### src/rtl/crc_pkg.sv
// Shared widths, polynomial and scheduler state encoding for the crc14 request path.
package crc_pkg;
  localparam int MSG_W = 8;
  localparam int CRC_W = 14;
  localparam int CW_W  = MSG_W + CRC_W;
  localparam logic [CRC_W-1:0] CRC_POLY = 14'h0599;

  typedef enum logic [1:0] {SCH_IDLE, SCH_ISSUE, SCH_WAIT, SCH_RESP} sch_state_t;
endpackage

### src/rtl/crc_rr_pick.sv
// Combinational round-robin picker: first valid requester at or above rr_ptr, wrapping.
module crc_rr_pick #(
  parameter int NUM_REQ = 4,
  parameter int ID_W    = $clog2(NUM_REQ)
) (
  input  logic [NUM_REQ-1:0] req_valid,
  input  logic [ID_W-1:0]    rr_ptr,
  output logic               any,
  output logic [ID_W-1:0]    grant
);
  logic [ID_W:0]   sum;
  logic [ID_W-1:0] idx;

  // Walk offsets high to low so the smallest offset from rr_ptr wins.
  always_comb begin
    any   = 1'b0;
    grant = '0;
    sum   = '0;
    idx   = '0;
    for (int i = NUM_REQ-1; i >= 0; i--) begin
      sum = {1'b0, rr_ptr} + (ID_W+1)'(i);
      if (sum >= (ID_W+1)'(NUM_REQ)) sum = sum - (ID_W+1)'(NUM_REQ);
      idx = sum[ID_W-1:0];
      if (req_valid[idx]) begin
        any   = 1'b1;
        grant = idx;
      end
    end
  end
endmodule

### src/rtl/crc_req_scheduler.sv
// Round-robin scheduler sharing one crc14 encoder core among NUM_REQ requesters,
// one job in flight, with a per-job watchdog that aborts a stuck encode.
module crc_req_scheduler
  import crc_pkg::*;
#(
  parameter int NUM_REQ = 4,
  parameter int TIMEOUT = 16
) (
  input  logic                       clk,
  input  logic                       rst,
  input  logic [NUM_REQ-1:0]         req_valid,
  input  logic [NUM_REQ*MSG_W-1:0]   req_data,
  output logic [NUM_REQ-1:0]         req_ready,
  output logic                       rsp_valid,
  input  logic                       rsp_ready,
  output logic [$clog2(NUM_REQ)-1:0] rsp_id,
  output logic [CW_W-1:0]            rsp_codeword,
  output logic                       rsp_err,
  output logic                       enc_start,
  output logic [MSG_W-1:0]           enc_data,
  input  logic                       enc_done,
  input  logic [CW_W-1:0]            enc_codeword,
  output logic                       busy
);
  localparam int ID_W = $clog2(NUM_REQ);
  localparam int WD_W = $clog2(TIMEOUT);
  localparam logic [WD_W-1:0] WD_LAST = WD_W'(TIMEOUT-1);

  sch_state_t      state, state_nxt;
  logic [ID_W-1:0] rr_ptr;
  logic [ID_W-1:0] grant;
  logic            any;
  logic [WD_W-1:0] wdog;
  logic            timeout;

  crc_rr_pick #(.NUM_REQ(NUM_REQ), .ID_W(ID_W)) u_pick (
    .req_valid (req_valid),
    .rr_ptr    (rr_ptr),
    .any       (any),
    .grant     (grant)
  );

  assign timeout   = (wdog == WD_LAST);
  assign enc_start = (state == SCH_ISSUE);
  assign rsp_valid = (state == SCH_RESP);
  assign busy      = (state != SCH_IDLE);

  always_ff @(posedge clk or posedge rst) begin
    if (rst) state <= SCH_IDLE;
    else     state <= state_nxt;
  end

  // Accept pulse is masked by rst so outputs sit at reset values while it is held.
  always_comb begin
    state_nxt = state;
    req_ready = '0;
    case (state)
      SCH_IDLE: if (any) begin
        state_nxt = SCH_ISSUE;
        req_ready[grant] = !rst;
      end
      SCH_ISSUE: state_nxt = SCH_WAIT;
      SCH_WAIT:  if (enc_done || timeout) state_nxt = SCH_RESP;
      SCH_RESP:  if (rsp_ready) state_nxt = SCH_IDLE;
      default:   state_nxt = SCH_IDLE;
    endcase
  end

  always_ff @(posedge clk or posedge rst) begin
    if (rst) begin
      rr_ptr       <= '0;
      rsp_id       <= '0;
      rsp_codeword <= '0;
      rsp_err      <= 1'b0;
      enc_data     <= '0;
      wdog         <= '0;
    end else begin
      case (state)
        SCH_IDLE: if (any) begin
          enc_data <= req_data[grant*MSG_W +: MSG_W];
          rsp_id   <= grant;
        end
        SCH_ISSUE: wdog <= '0;
        SCH_WAIT: begin
          wdog <= wdog + 1'b1;
          // A completion in the same cycle as the watchdog expiry still counts.
          if (enc_done) begin
            rsp_codeword <= enc_codeword;
            rsp_err      <= 1'b0;
          end else if (timeout) begin
            rsp_codeword <= '0;
            rsp_err      <= 1'b1;
          end
        end
        SCH_RESP: if (rsp_ready)
          rr_ptr <= (rsp_id == ID_W'(NUM_REQ-1)) ? '0 : rsp_id + 1'b1;
        default: ;
      endcase
    end
  end
endmodule

### config.mk
export PLATFORM = sky130hd
export DESIGN_NAME = crc_req_scheduler
export DESIGN_NICKNAME = d
export VERILOG_FILES = /design/src/rtl/crc_pkg.sv /design/src/rtl/crc_rr_pick.sv /design/src/rtl/crc_req_scheduler.sv
export SDC_FILE = /design/constraint.sdc
export NUM_CORES = 1
export LEC_CHECK = 0
export BUFFER_PORTS_ARGS = -buffer_cell sky130_fd_sc_hd__buf_2
export CORE_ASPECT_RATIO = 0.5
export CORE_UTILIZATION = 49
export CTS_CLUSTER_SIZE = 25
export DETAILED_ROUTE_END_ITERATION = 10
export PLACE_DENSITY_LB_ADDON = 0.15
export SLEW_MARGIN = 20
export SYNTH_ARGS = -nofsm -noshare
export SYNTH_HDL_FRONTEND = slang
export SYNTH_SLANG_ARGS = --single-unit
### constraint.sdc
create_clock -name clk -period 4.4 [get_ports clk]
set_clock_uncertainty 0.2 [all_clocks]
set_input_delay 0.22 -clock clk [delete_from_list [all_inputs] [get_ports clk]]
set_output_delay 0.22 -clock clk [all_outputs]
set_load 0.01 [all_outputs]
==> flow_summary.yaml <==
outcome:
  status: "complete, no violations"
cells_and_area:
  regArea_sq_um: 1026
  nFillCells: 290
  mostFrequentLayoutCell: "buf_2"
  multi_input_area_sq_um: 962.2
  fin_cells: 368
  antenna_cells: 0
  drive_above_1_share_pct: 41.08
  synthToLayoutAreaGrowth_pct: 40.69
  layout_common_cells: "101 x buf_2, 41 x dfrtp_1, 23 x dlygate4sd3_1"
  stdcell_area_sq_um: 2959
  nets: 381
logic_synthesis:
  synth_top_area_share_pct: 48.78
  async_reset_ff_share_pct: 100.0
  syn_nets: 259
  yosysTopAreaCell: "dfrtp_1"
  synthFlopType: "dfrtp_1"
  ys_types: 36
  syn_inst: 191
  seq_area_frac_synth_pct: 48.78
  synth_area_leaders: "dfrtp_1 49%, a22o_1 9.2%, a211oi_2 5.4%"
  syn_area_per_cell_sq_um: 11.01
  netlist_area_sq_um: 2103
  synth_edf_count: 0
  ys_ff_latch: 41
  yosysWarnings: 0
clock_tree:
  cts.path.max_buffers: 2
  clock_sinks: 41
  cts_tree: "done"
  root_buffer: "clkbuf_8"
  htree_levels: 2
  ctsResizeCount: 0
  path_clk_slew_ns: 0.08
  clk_latency_ns: 0.29
  cts_buffers: 5
sta:
  period_needed_ns: 2.637
  finalHoldViolations: 0
  worst_slew_pin_slew_ns: 0.7836
  max_freq_mhz: 379.3
  report.final.slew_viol_count: 0
  setup_viol: 0
  rsz0062_at_grt: "false"
  slew_headroom_pct: 47.76
  min_period_over_period_pct: 59.92
  finalSetupTns_ns: 0
drt:
  drtAntennaViolNets: 0
  drt-pass1-iter-count: 4
  via_count: 1940
  drcViolationCount: 0
  vias_per_cell: 5.272
  wl_per_cell_um: 14.24
  routed_wirelength_um: 5240
  drt_iter0_markers: 92
critical_path:
  path_cells: "inv_1 > ha_1 > inv_2 > nor2_2 > o221ai_2 > nor3b_1 > buf_2"
  path_class: "flop to output pin"
  r2r_cells: 7
  cp_slowest_stage_delay_ns: 0.41
  crit_required_ns: 3.98
  crit_buf_inv: 3
  regToRegSetupSlack_ns: 2.17
  crit_path_start_kind: "flop"
  path_max_fanout: 11
  cp_slowest_cell: "dfrtp_1"
  rr_startpoint: "state[0]"
  critPathTopFamily: "simple AND/OR/NAND/NOR gates"
  rr_endpoint: "enc_data[7]"
  worstPathArrival_ns: 2.22
  critical_path.endpoint_type: "output pin"
pwr:
  pwr-share-clk_pct: 16.7
  p_int_mw: 1.100
  power_per_cell_area_nw_per_um2: 610.5
  p_sw_share_pct: 39.11
  ir_drop_mv: 0.3134
  power_leakage_nw: 1.491
  p_switching_uw: 706.5
  pwr-share-comb_pct: 46.7
  pwr-share-seq_pct: 36.6
worst_hold_path:
  worstHoldStart: "req_data[13]"
  min_path_cells: 3
  min_path_type: "input pin to flop"
  holdPathEnd: "enc_data[5]"
global_route:
  antenna_found_initial: 0
  grt_overflow_total: 0
  grt_pass1_wl_um: 8625
  grt_pass1_vias: 1880
  grt_usage_pct: 24.59
  grt_max_degree: 43
die:
  die_width_um: 94.66
  dieArea_sq_um: 4574
  die_y_um: 48.33
  num_io_pins: 102
  start_util_pct: 52.53
  rows: 16
  core_sq_um: 4004
flow_run:
  maxCapViolCount: 0
place:
  io_buffers: 101
  dpl.hpwl_um: 3516
  gp_congestion: 0.7904
  placed_cells: 337
  place_area_sq_um: 2618
final cells by class:
class / instances / area share, %
Clock buffer: 6 / 2.452
Clock inverter: 2 / 1.311
Inverter: 11 / 1.395
Multi-Input combinational cell: 128 / 32.52
Sequential cell: 41 / 34.67
Tap cell: 54 / 2.283
Timing Repair Buffer: 126 / 25.37
synthesized netlist by cell type, types with 5 or more instances:
cell type  number
inv_1          10
a211oi_1        7
nor3_1          9
o21ai_1         5
a22o_1         22
nand2_1        18
ha_1            6
clkbuf_1        7
a211oi_2        9
o21ai_0         6
mux2i_1         8
dfrtp_1        41
nor2_1         10
power by group through the flow:
stage	Clock, mW	Combinational, mW	Sequential [mW]
CTS	0.309	0.847	0.658
finish	0.302	0.844	0.660
global route	0.324	0.935	0.682
global placement	0	0.804	0.658
detailed placement	0	0.833	0.659
floorplan	0	0.524	0.707
cells by family after synthesis:
logic type               Yosys count  synth area share [%]
adder cells (fa/ha/maj)            6                 3.569
AO/OA/AOI/OAI                     59                 24.39
multiplexers                      10                 5.413
flip-flops                        41                 48.78
buffers and inverters             22                 5.473
AND/OR/NAND/NOR                   53                 12.37
worst register-to-register path, delay by kind of cell (launching register included):
| family | cells | cell delay [ns] |
|---|---|---|
| AOI/OAI and AO/OA | 3 | 0.77 |
| and+or+nand+nor | 1 | 0.33 |
| buffers and inverters | 2 | 0.17 |
| DFF | 1 | 0.41 |
| adders and majority gates | 1 | 0.23 |
per-stage QoR:
stage | total power, mW | hold slack [ns] | worst slack, ns | utilization (%)
finish | 1.806 | 0.05626 | 1.763 | 73.91
global route | 1.941 | 0.06219 | 1.561 | 73.91
CTS | 1.814 | 0.06202 | 1.760 | 73.91
detailed placement | 1.492 | 0.2017 | 2.094 | 65.38
global placement | 1.461 | 0.1950 | 2.145 | 65.38
floorplan | 1.231 | 0.1526 | 2.287 | -
routing by layer:
metal / vias up / part of all wire (%) / routed length, um / track usage [%]
li1: 943 / - / - / -
met1: 926 / 43 / 2263 / 30.43
met3: 4 / 6.2 / 324 / 6.289
met4: 0 / 0.57 / 30 / 5.051
met2: 67 / 50 / 2621 / 43.53
met5: - / 0 / 0 / 0
sequential cells by signal, summed over array words and instances, names as in the netlist:
name and cells:
enc_data 8, rr_ptr 2, rsp_codeword 22, rsp_err 1
rsp_id 2, state 2, wdog 4
worst max-delay path by stage:
stage                         from           end  depth (start not counted)
final                     state[0]  req_ready[2]                          7
after global routing      state[1]  req_ready[2]                          7
after CTS                 state[0]  req_ready[2]                          7
after detailed placement  state[0]  req_ready[2]                          7
after global placement    state[0]  req_ready[2]                          7
after floorplan           state[0]  req_ready[2]                          7
what timing repair did:
| action | in CTS | in global routing |
|---|---|---|
| hold endpoints to repair | 63 | 0 |
| setup buffers | 0 | 0 |
| hold buffers | 23 | 0 |
| endpoints found under the setup margin | 0 | 0 |
Power figures use the tool's default switching activity.
